## src/rtl/add_char_pkg.sv

```systemverilog
// Shared types and width helpers for the adder error-characterisation monitors.
package add_char_pkg;

  typedef enum logic [1:0] {IDLE, RUN, DRAIN, DONE} state_t;

  function automatic int res_w(input int w);
    return w + 1;
  endfunction

  function automatic int diff_w(input int w);
    return w + 2;
  endfunction

  function automatic int abs_w(input int w);
    return w + 1;
  endfunction

  function automatic int sq_w(input int w);
    return 2 * (w + 1);
  endfunction

  // Bits needed to count the ones in a (w+1)-bit result.
  function automatic int pc_w(input int w);
    return $clog2(w + 2);
  endfunction

  function automatic int sum_abs_w(input int w, input int c);
    return w + 1 + c;
  endfunction

  function automatic int sum_sq_w(input int w, input int c);
    return 2 * (w + 1) + c;
  endfunction

  function automatic int hd_w(input int w, input int c);
    return pc_w(w) + c;
  endfunction

endpackage

```

## src/rtl/add_err_popcount.sv

```systemverilog
// Combinational population count, shared by the adder error monitors.
module add_err_popcount #(
  parameter int W    = 9,
  parameter int PC_W = $clog2(W + 1)
) (
  input  logic [W-1:0]    bits,
  output logic [PC_W-1:0] count
);

  always_comb begin
    count = '0;
    for (int i = 0; i < W; i++) begin
      count = count + PC_W'(bits[i]);
    end
  end

endmodule

```

## src/rtl/add8_err_monitor.sv

```systemverilog
// Error-statistics monitor for an approximate adder: 2-stage pipeline feeding
// run accumulators. Define ADD8_ERR_MONITOR_MSE_EN to build the squarer and sum_sq.
module add8_err_monitor
  import add_char_pkg::*;
#(
  parameter int WIDTH = 8,
  parameter int CNT_W = 2 * WIDTH + 1
) (
  input  logic                             clk,
  input  logic                             rst_n,
  input  logic                             start,
  input  logic [CNT_W-1:0]                 n_samples,
  input  logic                             in_valid,
  output logic                             in_ready,
  input  logic [WIDTH-1:0]                 in_a,
  input  logic [WIDTH-1:0]                 in_b,
  input  logic [WIDTH:0]                   in_o,
  output logic                             busy,
  output logic                             stat_valid,
  output logic [CNT_W-1:0]                 err_count,
  output logic [WIDTH:0]                   wce,
  output logic [sum_abs_w(WIDTH,CNT_W)-1:0] sum_abs,
  output logic [sum_sq_w(WIDTH,CNT_W)-1:0]  sum_sq,
  output logic [hd_w(WIDTH,CNT_W)-1:0]      hd_sum
);

  localparam int RES_W     = res_w(WIDTH);
  localparam int DIFF_W    = diff_w(WIDTH);
  localparam int ABS_W     = abs_w(WIDTH);
  localparam int PC_W      = pc_w(WIDTH);
  localparam int SUM_ABS_W = sum_abs_w(WIDTH, CNT_W);
  localparam int HD_W      = hd_w(WIDTH, CNT_W);

  state_t             state_reg, state_next;
  logic [CNT_W-1:0]   n_reg, accepted_reg;
  logic               start_ok, transfer;

  logic               s1_valid_reg, s2_valid_reg;
  logic [RES_W-1:0]   s1_exact_reg, s1_x_reg;
  logic signed [DIFF_W-1:0] s1_diff_reg;
  logic [ABS_W-1:0]   s2_abs_reg;
  logic [PC_W-1:0]    s2_pc_reg;
  logic               s2_ne_reg;

  logic [RES_W-1:0]   exact_next, x_next;
  logic signed [DIFF_W-1:0] diff_next;
  logic [ABS_W-1:0]   abs_next;
  logic [PC_W-1:0]    pc_next;

  always_comb begin
    state_next = state_reg;
    start_ok   = start && (state_reg == IDLE || state_reg == DONE);
    in_ready   = (state_reg == RUN) && (accepted_reg < n_reg);
    transfer   = in_valid && in_ready;
    busy       = (state_reg == RUN) || (state_reg == DRAIN);
    stat_valid = (state_reg == DONE);
    case (state_reg)
      IDLE:  if (start_ok) state_next = RUN;
      RUN: begin
        // An empty run skips the drain; otherwise leave on the final transfer.
        if (n_reg == '0) state_next = DONE;
        else if (transfer && (accepted_reg + CNT_W'(1) == n_reg)) state_next = DRAIN;
      end
      DRAIN: if (!s1_valid_reg && !s2_valid_reg) state_next = DONE;
      DONE:  if (start_ok) state_next = RUN;
      default: state_next = IDLE;
    endcase
  end

  always_ff @(posedge clk or negedge rst_n) begin
    if (!rst_n) begin
      state_reg    <= IDLE;
      n_reg        <= '0;
      accepted_reg <= '0;
    end else begin
      state_reg <= state_next;
      if (start_ok) begin
        n_reg        <= n_samples;
        accepted_reg <= '0;
      end else if (transfer) begin
        accepted_reg <= accepted_reg + CNT_W'(1);
      end
    end
  end

  always_comb begin
    exact_next = RES_W'(in_a) + RES_W'(in_b);
    diff_next  = $signed({1'b0, in_o}) - $signed({1'b0, exact_next});
    x_next     = in_o ^ exact_next;
    abs_next   = ABS_W'(s1_diff_reg[DIFF_W-1] ? -s1_diff_reg : s1_diff_reg);
  end

  add_err_popcount #(.W(RES_W), .PC_W(PC_W)) u_popcount (
    .bits  (s1_x_reg),
    .count (pc_next)
  );

  always_ff @(posedge clk or negedge rst_n) begin
    if (!rst_n) begin
      s1_valid_reg <= 1'b0;
      s2_valid_reg <= 1'b0;
      s1_exact_reg <= '0;
      s1_diff_reg  <= '0;
      s1_x_reg     <= '0;
      s2_abs_reg   <= '0;
      s2_pc_reg    <= '0;
      s2_ne_reg    <= 1'b0;
    end else begin
      s1_valid_reg <= transfer;
      s2_valid_reg <= s1_valid_reg;
      if (transfer) begin
        s1_exact_reg <= exact_next;
        s1_diff_reg  <= diff_next;
        s1_x_reg     <= x_next;
      end
      if (s1_valid_reg) begin
        s2_abs_reg <= abs_next;
        s2_pc_reg  <= pc_next;
        s2_ne_reg  <= (abs_next != '0);
      end
    end
  end

  always_ff @(posedge clk or negedge rst_n) begin
    if (!rst_n) begin
      err_count <= '0;
      wce       <= '0;
      sum_abs   <= '0;
      hd_sum    <= '0;
    end else if (start_ok) begin
      err_count <= '0;
      wce       <= '0;
      sum_abs   <= '0;
      hd_sum    <= '0;
    end else if (s2_valid_reg) begin
      err_count <= err_count + CNT_W'(s2_ne_reg);
      if (s2_abs_reg > wce) wce <= s2_abs_reg;
      sum_abs   <= sum_abs + SUM_ABS_W'(s2_abs_reg);
      hd_sum    <= hd_sum + HD_W'(s2_pc_reg);
    end
  end

`ifdef ADD8_ERR_MONITOR_MSE_EN
  localparam int SQ_W     = sq_w(WIDTH);
  localparam int SUM_SQ_W = sum_sq_w(WIDTH, CNT_W);

  logic [SQ_W-1:0]     s2_sq_reg;
  logic [SUM_SQ_W-1:0] sum_sq_reg;

  always_ff @(posedge clk or negedge rst_n) begin
    if (!rst_n) begin
      s2_sq_reg  <= '0;
      sum_sq_reg <= '0;
    end else begin
      if (s1_valid_reg) s2_sq_reg <= SQ_W'(abs_next) * SQ_W'(abs_next);
      if (start_ok)          sum_sq_reg <= '0;
      else if (s2_valid_reg) sum_sq_reg <= sum_sq_reg + SUM_SQ_W'(s2_sq_reg);
    end
  end

  assign sum_sq = sum_sq_reg;
`else
  assign sum_sq = '0;
`endif

endmodule

```

## config.mk

```make
export PLATFORM = sky130hd
export DESIGN_NAME = add8_err_monitor
export DESIGN_NICKNAME = d
export VERILOG_FILES = /design/src/rtl/add_char_pkg.sv /design/src/rtl/add_err_popcount.sv /design/src/rtl/add8_err_monitor.sv
export SDC_FILE = /design/constraint.sdc
export NUM_CORES = 1
export LEC_CHECK = 0
export CAP_MARGIN = 20
export CORE_MARGIN = 2
export CORE_UTILIZATION = 65
export CTS_CLUSTER_DIAMETER = 30
export DETAILED_ROUTE_END_ITERATION = 7
export DONT_BUFFER_PORTS = 1
export PLACE_DENSITY = 0.81
export SYNTH_ARGS = -nofsm -noshare
export SYNTH_HDL_FRONTEND = slang
export SYNTH_SLANG_ARGS = --single-unit
```

## constraint.sdc

```tcl
create_clock -name clk -period 4.3 [get_ports clk]
set_input_delay 0.86 -clock clk [delete_from_list [all_inputs] [get_ports clk]]
set_output_delay 0.86 -clock clk [all_outputs]
set_load 0.1 [all_outputs]
```

==> results of run 1 <==
[metal layers]
| layer | GRT usage | part of all wire |
|---|---|---|
| met1 | 0.348 | 0.44 |
| met2 | 0.429 | 0.48 |
| met3 | 0.0572 | 0.066 |
| met4 | 0.0852 | 0.012 |
| met5 | 0 | 0 |
[final cells by class]
class | count | area [sq um]
sequential | 143 | 3580
timing repair buffer | 37 | 278
clock buffer | 20 | 457
multi-input combinational | 771 | 5160
inverter | 65 | 244
tap | 180 | 225
fill | 1072 | 3880
clock inverter | 12 | 113
[cells in the final DEF (no fill, tap or decap), types with 8 or more instances in the layout]
| master | netlist | layout |
|---|---|---|
| nor2_1 | 112 | 111 |
| a21o_1 | 10 | 10 |
| o21a_1 | 8 | 8 |
| or3_1 | 9 | 9 |
| o21ai_0 | 59 | 59 |
| xnor2_1 | 51 | 51 |
| a21oi_1 | 47 | 47 |
| o31ai_1 | 8 | 8 |
| clkbuf_16 | 0 | 17 |
| buf_4 | 36 | 37 |
| nand3_1 | 17 | 17 |
| mux2i_1 | 22 | 22 |
| nor2b_1 | 12 | 12 |
| conb_1 | 1 | 35 |
| nor3_1 | 16 | 16 |
| dfrtp_1 | 143 | 143 |
| xor2_1 | 47 | 47 |
| fa_1 | 9 | 9 |
| inv_1 | 65 | 65 |
| ha_1 | 70 | 70 |
| nand4_1 | 22 | 22 |
| nor4_1 | 17 | 17 |
| nand2_1 | 105 | 105 |
[critical path, cell delays in order, from the launching register on]
cell,delay [ps]
dfrtp_1,560
ha_1,300
o21ai_0,140
a21oi_1,80
o31ai_1,310
a221oi_2,130
buf_4,220
nor2_2,90
buf_4,290
[through the flow]
stage / setup slack [ps] / total power (W)
2_1_floorplan: 658 / 0.00507
3_3_place_gp: 820 / 0.00561
3_5_place_dp: 764 / 0.00574
4_1_cts: 880 / 0.00719
5_1_grt: 598 / 0.00770
6_report: 891 / 0.00716
[power by group through the flow]
| stage | logic, W | registers, W | clock network (W) |
|---|---|---|---|
| after detailed placement | 0.00339 | 0.00235 | 0 |
| after floorplan | 0.00246 | 0.00260 | 0 |
| after global placement | 0.00327 | 0.00234 | 0 |
| after global routing | 0.00382 | 0.00239 | 0.00150 |
| final | 0.00342 | 0.00234 | 0.00141 |
| after CTS | 0.00343 | 0.00233 | 0.00143 |
[cell families (layout without fill, tap and decap cells)]
kind of cell               Yosys count  in the layout  share of synthesized area
muxes                               26             26                     0.0286
buffers and inverters              137            134                     0.0720
and+or+nand+nor                    354            354                      0.183
DFF                                143            143                      0.386
other                                1             35                   0.000404
xor gates and xnor gates            99             99                     0.0943
adders and majority gates           79             79                      0.114
AOI/OAI and AO/OA                  178            178                      0.122
[worst max-delay path by stage]
stage               startpoint              end  slack, ps  cells after the start
3_5_place_dp           in_a[0]   s1_diff_reg[9]        760                     13
6_report       accepted_reg[2]         in_ready        890                      8
3_3_place_gp           in_a[0]   s1_diff_reg[9]        820                     13
2_1_floorplan        n_reg[10]         in_ready        660                      8
4_1_cts        accepted_reg[2]         in_ready        880                      8
5_1_grt        accepted_reg[6]  accepted_reg[0]        600                     10
==> flow_summary.json, run 1 <==
{
  "final_util": 0.722,
  "hold_ws_ps": 130,
  "grt_usage": 0.263,
  "internal_power_w": 0.00374,
  "synth_edf_count": 0,
  "synth_area_per_cell_sq_um": 9.12,
  "first_global_vias": 6727,
  "ys_top_cells_by_area": "dfrtp_1 39%, ha_1 9.4%, xnor2_1 4.8%, nor2_1 4.5%, xor2_1 4.4%",
  "setup_tns_ps": 0,
  "dp_hpwl_mm": 13.6,
  "ys_ff_latch": 143,
  "numCtsBuffers": 17,
  "power_frac_clock": 0.197,
  "post_cts_resized": 0,
  "rows": 43,
  "largest_register_ffs": 26,
  "start_util": 0.666,
  "slew_violations": 0,
  "p_per_area_nw_per_um2": 712,
  "die_x_um": 123,
  "synthCells": 1017,
  "top_regs": "sum_abs: 26 flops, hd_sum: 21 flops",
  "syn_to_final_growth_pct": 8.42,
  "avgViaCountPerCell": 5.79,
  "arrival_ps": 2550,
  "switchingPower_w": 0.00342,
  "dr.first_iter.drc_count": 648,
  "cts-root-buf": "clkbuf_16",
  "htree_levels": 4,
  "netlist_area_sq_um": 9280,
  "cts_buffer_depth": 2,
  "rrSetupSlack_ps": 960,
  "routed_wl_mm": 19.2,
  "post-place-cells": 1196,
  "async_reset_ff_frac": 1.00,
  "synth_most_common_cell": "dfrtp_1",
  "netlist.area_leader.share": 0.386,
  "design_area_sq_um": 10100,
  "clkSinkCount": 143,
  "ys_seq_area_frac": 0.386,
  "seqPwrFrac": 0.326,
  "worst_slew_pin_slew_ps": 1030,
  "max_freq_mhz": 293,
  "synthTopCellsByCount": "143 x dfrtp_1, 112 x nor2_1, 105 x nand2_1",
  "switching_share": 0.478,
  "layout-drive-gt1-share": 0.0887,
  "die_h_um": 123,
  "n_antenna_cell": 0,
  "grt_max_degree": 144,
  "rsz0062_at_grt": "false",
  "leakage_nw": 4.64,
  "end_kind": "output pin",
  "grt_overflow": 0,
  "max_flop_register": "sum_abs",
  "pwr-share-comb": 0.477,
  "antenna_left": 0,
  "yosysWarnings": 0,
  "cts.clk_slew.worst_paths_ps": 60,
  "fin_skew_ps": 7.16,
  "dr.pass1.iters": 5,
  "fin_nets": 1160,
  "startpoint_type": "flip-flop",
  "r2r-end": "accepted_reg[0]",
  "route.vias.total": 7113,
  "drv_cap": 0,
  "clk_latency_ps": 420,
  "cts_hold_buf": 0,
  "antenna_found_initial": 0,
  "design.die.area_sq_um": 15200,
  "dpl-instance-area_sq_um": 9490,
  "hold_path.class": "in -> async",
  "ys.flop_type": "dfrtp_1",
  "drc": 0,
  "crit_type": "reg -> out",
  "wl_per_cell_um": 15.6,
  "io_pins": 157,
  "r2r-start": "accepted_reg[3]",
  "status": "finished clean",
  "post-synth-top-area-cell": "dfrtp_1",
  "place.gp.congestion": 0.897,
  "period_needed_ps": 3410,
  "synth_cell_type_count": 68,
  "hold_viol_final": 0,
  "setup_viol": 0,
  "fin_crit_sh": 0.793,
  "stdcell_count": 1228,
  "cts_setup_buffers": 0,
  "ir_drop_uv": 287,
  "rr_worst_depth": 10,
  "crit_required_ps": 3440,
  "grt_pass1_wl_mm": 31.8,
  "core_sq_um": 13900,
  "max_slew_margin": 0.316,
  "cts_tree": "built",
  "portBuffers": 0,
  "cp_max_fo": 17
}
Power figures use the tool's default switching activity.
==> run 2: changes to the inputs <==
==> constraint.sdc (replaced) <==
create_clock -name clk -period 3.4 [get_ports clk]
set_input_delay 0.68 -clock clk [delete_from_list [all_inputs] [get_ports clk]]
set_output_delay 0.68 -clock clk [all_outputs]
set_load 0.1 [all_outputs]
==> flow_summary.json, run 2 (same netlist as run 1, synthesis figures left out) <==
{
  "rows": 43,
  "switchingPower_w": 0.00437,
  "slew_violations": 0,
  "final_cell_mix": "143 x dfrtp_1, 111 x nor2_1, 105 x nand2_1",
  "wl_met1_mm": 8.81,
  "cp_max_fo": 2,
  "portBuffers": 0,
  "numCtsBuffers": 17,
  "top_regs": "sum_abs: 26 flops, hd_sum: 21 flops",
  "hold_path.class": "in -> async",
  "cts-root-buf": "clkbuf_16",
  "finalPower_w": 0.00934,
  "io_pins": 157,
  "first_global_vias": 7142,
  "crit_slowest_cell": "fa_1",
  "dp_hpwl_mm": 14.1,
  "dr.pass1.iters": 5,
  "worst_slew_pin_slew_ps": 999,
  "rsz0062_at_grt": "true",
  "grt_overflow": 0,
  "final_common_cell": "dfrtp_1",
  "period_needed_ps": 3290,
  "post_cts_resized": 0,
  "cts_tree": "built",
  "grt_usage": 0.277,
  "leakage_nw": 4.86,
  "drv_cap": 0,
  "setup_viol": 0,
  "power_frac_clock": 0.200,
  "arrival_ps": 3590,
  "seqPwrFrac": 0.274,
  "top_layer": "met4",
  "wl_met3_mm": 1.17,
  "layout-drive-gt1-share": 0.120,
  "antenna_left": 0,
  "timing.critical_path.mode_cell": "fa_1",
  "syn_to_final_growth_pct": 11.8,
  "clkSinkCount": 143,
  "cts_setup_buffers": 0,
  "die_x_um": 123,
  "avgViaCountPerCell": 5.72,
  "crit_required_ps": 3700,
  "cts.clk_slew.worst_paths_ps": 60,
  "htree_levels": 4,
  "grt_max_degree": 144,
  "route.met2.wl_mm": 9.75,
  "switching_share": 0.468,
  "fin_nets": 1198,
  "die_h_um": 123,
  "dr.first_iter.drc_count": 532,
  "routed_wl_mm": 20.0,
  "max_flop_register": "sum_abs",
  "drc": 0,
  "hold_ws_ps": -48.1,
  "ir_drop_uv": 397,
  "clk_latency_ps": 420,
  "route.vias.total": 7225,
  "end_kind": "flip-flop",
  "internal_power_w": 0.00497,
  "grt_pass1_wl_mm": 33.7,
  "status": "finished with violations",
  "post-place-cells": 1234,
  "stdcell_count": 1264,
  "crit_type": "reg -> reg",
  "slowest_delay_ps": 520,
  "place.gp.congestion": 0.839,
  "fin_crit_sh": 0.967,
  "hold_viol_final": 143,
  "start_util": 0.666,
  "wl_per_cell_um": 15.9,
  "antenna_found_initial": 0,
  "violations": "negative hold slack",
  "pwr-share-comb": 0.526,
  "p_per_area_nw_per_um2": 900,
  "max_freq_mhz": 304,
  "core_sq_um": 13900,
  "fin_skew_ps": 9.27,
  "cts_buffer_depth": 2,
  "rr_worst_depth": 11,
  "startpoint_type": "flip-flop",
  "max_slew_margin": 0.335,
  "design.die.area_sq_um": 15200,
  "largest_register_ffs": 26,
  "n_antenna_cell": 0,
  "crit_path_cell_trace": "ha_1, inv_1, fa_1, fa_1, fa_1, inv_1, ha_1, inv_1, fa_1, xnor2_1, mux2_2"
}
==> run 2: final cells by class <==
class,instances,area (sq um)
Timing Repair Buffer,75,576
Sequential cell,143,3580
Fill cell,1035,3570
Clock buffer,18,439
Tap cell,180,225
Inverter,65,244
Multi-Input combinational cell,771,5160
Clock inverter,12,145
==> run 2: stage by stage <==
step / hold slack (ps) / TNS, ps / worst slack [ps] / utilization / instance area [sq um]
after global routing: -66.4 / -27.2 / -27.2 / 0.744 / 10400
final: -48.1 / 0 / 112 / 0.744 / 10400
after global placement: 388 / 0 / 168 / 0.702 / 9780
after CTS: -61.1 / 0 / 86.0 / 0.744 / 10400
after detailed placement: 387 / 0 / 20.6 / 0.702 / 9780
after floorplan: 352 / 0 / 242 / - / 9410
==> run 2: power by group through the flow <==
stage	registers [W]	logic [W]	clock network, W
floorplan	0.00329	0.00312	0
global placement	0.00255	0.00467	0
detailed placement	0.00257	0.00488	0
CTS	0.00255	0.00493	0.00190
global route	0.00262	0.00546	0.00197
finish	0.00256	0.00491	0.00187
==> run 2: worst paths after layout <==
kind | end | from | slack, ps
max in group asynchronous | s1_diff_reg[1] | rst_n | 3240
min in group clk | n_reg[0] | n_samples[0] | 370
worst max register to register | s2_pc_reg[2] | s1_x_reg[1] | 110
worst min register to register | s1_x_reg[3] | s1_x_reg[3] | 490
worst max-delay path | s2_pc_reg[2] | s1_x_reg[1] | 110
worst min-delay path | sum_abs[5] | rst_n | -50
==> run 2: per-layer routing <==
layer,vias up,GRT usage
met4,0,0.0803
li1,3532,-
met2,206,0.460
met5,-,0
met1,3458,0.360
met3,29,0.0706
==> run 2: worst max-delay path, delay by kind of cell, from the launching register on <==
family / cells / cell delay, ps
xor+xnor: 1 / 140
mux: 1 / 260
flops: 1 / 390
fa+ha+maj: 6 / 2200
buf+inv: 3 / 190
==> run 3: changes to the inputs <==
--- a/config.mk
+++ b/config.mk
@@ -7,11 +7,11 @@
 export LEC_CHECK = 0
 export CAP_MARGIN = 20
 export CORE_MARGIN = 2
-export CORE_UTILIZATION = 65
+export CORE_UTILIZATION = 59
 export CTS_CLUSTER_DIAMETER = 30
 export DETAILED_ROUTE_END_ITERATION = 7
 export DONT_BUFFER_PORTS = 1
-export PLACE_DENSITY = 0.81
+export PLACE_DENSITY = 0.78
 export SYNTH_ARGS = -nofsm -noshare
 export SYNTH_HDL_FRONTEND = slang
 export SYNTH_SLANG_ARGS = --single-unit
==> constraint.sdc (replaced) <==
create_clock -name clk -period 2.75 [get_ports clk]
set_input_delay 0.55 -clock clk [delete_from_list [all_inputs] [get_ports clk]]
set_output_delay 0.55 -clock clk [all_outputs]
set_load 0.1 [all_outputs]
==> flow_summary.json, run 3 (same netlist as run 1, synthesis figures left out) <==
{
  "startpoint_type": "flip-flop",
  "top_regs": "sum_abs: 26 flops, hd_sum: 21 flops",
  "hold_viol_final": 143,
  "setup_viol": 4,
  "place.gp.congestion": 0.886,
  "die_h_um": 129,
  "clkSinkCount": 143,
  "arrival_ps": 3480,
  "n_antenna_cell": 0,
  "htree_levels": 4,
  "max_flop_register": "sum_abs",
  "final_util": 0.726,
  "cts_tree": "built",
  "slowest_delay_ps": 510,
  "final_common_cell": "dfrtp_1",
  "start_util": 0.608,
  "slew_violations": 0,
  "fin_skew_ps": 8.55,
  "rrSetupSlack_ps": -430,
  "p_per_area_nw_per_um2": 1110,
  "switchingPower_w": 0.00572,
  "cts_buffer_depth": 2,
  "routed_wl_mm": 21.6,
  "nFillCells": 1144,
  "dr.first_iter.drc_count": 496,
  "wl_met1_mm": 9.42,
  "pwr-share-comb": 0.558,
  "crit_required_ps": 3060,
  "die_x_um": 129,
  "leakage_nw": 5.21,
  "max_slew_margin": 0.370,
  "dr.pass1.iters": 5,
  "top_layer": "met4",
  "syn_to_final_growth_pct": 19.4,
  "worst_slew_pin_slew_ps": 946,
  "dp_hpwl_mm": 15.1,
  "crit_path_cell_trace": "ha_1, inv_2, fa_1, fa_1, fa_1, inv_2, ha_4, inv_2, fa_2, xnor2_1, mux2_4",
  "largest_register_ffs": 26,
  "crit_slowest_cell": "fa_1",
  "crit_type": "reg -> reg",
  "grt_pass1_wl_mm": 35.5,
  "power_frac_clock": 0.189,
  "cts-root-buf": "clkbuf_16",
  "ir_drop_uv": 560,
  "place_ws_ps": -457,
  "design.die.area_sq_um": 16700,
  "grt_overflow": 0,
  "rows": 45,
  "portBuffers": 0,
  "status": "finished with violations",
  "fin_nets": 1259,
  "end_kind": "flip-flop",
  "grt_max_degree": 144,
  "cts.clk_slew.worst_paths_ps": 60,
  "core_sq_um": 15300,
  "cp_max_fo": 2,
  "period_needed_ps": 3180,
  "final_cell_mix": "141 x dfrtp_1, 135 x buf_4, 111 x nor2_1",
  "max_freq_mhz": 315,
  "internal_power_w": 0.00659,
  "route.met2.wl_mm": 10.2,
  "fin_ws_ps": -429,
  "wl_per_cell_um": 15.9,
  "hold_path.class": "in -> async",
  "io_pins": 157,
  "grt_usage": 0.263,
  "rsz0062_at_grt": "true",
  "first_global_vias": 7437,
  "drc": 0,
  "hold_ws_ps": -178,
  "fin_crit_sh": 1.16,
  "route.vias.total": 7640,
  "avgViaCountPerCell": 5.63,
  "wl_met3_mm": 1.49,
  "antenna_found_initial": 0,
  "clk_latency_ps": 420,
  "drv_cap": 0,
  "numCtsBuffers": 17,
  "switching_share": 0.465,
  "setup_tns_ps": -936,
  "antenna_left": 0,
  "layout-drive-gt1-share": 0.196,
  "seqPwrFrac": 0.253,
  "violations": "negative hold slack, negative setup slack"
}
==> run 3: power by group through the flow <==
stage	combinational, W	clock [W]	sequential (W)
global placement	0.00601	0	0.00314
detailed placement	0.00625	0	0.00317
floorplan	0.00389	0	0.00407
CTS	0.00669	0.00236	0.00311
finish	0.00686	0.00233	0.00312
global route	0.00750	0.00248	0.00319
==> run 3: path summary, 6_finish.rpt <==
kind,start,to,depth (start not counted)
max,s1_x_reg[1],s2_pc_reg[2],11
min,rst_n,sum_abs[14],0
min in group clk,n_samples[12],n_reg[12],2
max in group asynchronous,rst_n,accepted_reg[8],0
max reg2reg,s1_x_reg[1],s2_pc_reg[2],11
min reg2reg,s1_diff_reg[8],s1_diff_reg[8],2
==> run 3: metal layers <==
metal	vias to the layer above	global-route usage
met4	0	0.0761
met5	-	0
met1	3628	0.339
met2	289	0.439
li1	3677	-
met3	46	0.0685
==> run 3: worst max-delay path: cells and delay by family, from the launching register on <==
family                   cells  cell delay [ps]
XOR/XNOR                     1              130
multiplexers                 1              250
flip-flops                   1              390
adder cells (fa/ha/maj)      6             2140
buffers and inverters        3              150
==> run 3: metrics by stage <==
stage          instances  cell area (sq um)  hold slack (ps)  total power, W
2_1_floorplan       1051               9460              254         0.00796
3_3_place_gp        1310              10200              259         0.00915
3_5_place_dp        1311              10200              260         0.00942
4_1_cts             1353              11000             -187          0.0122
5_1_grt             1358              11100             -204          0.0132
6_report            1358              11100             -178          0.0123
==> run 3: final cells by class <==
type,count,area [sq um],area share
sequential,143,3580,0.323
timing repair buffer,136,1030,0.0933
tap,211,264,0.0238
clock inverter,11,134,0.0121
clock buffer,21,470,0.0425
inverter,65,244,0.0220
multi-input combinational,771,5350,0.483
==> run 3: timing repair <==
action	CTS	global route
setup endpoints to repair	5	10
pin swaps	6	8
buffers inserted	10	5
cloned	0	0
endpoints found under the hold margin	143	143
resized for setup	23	12
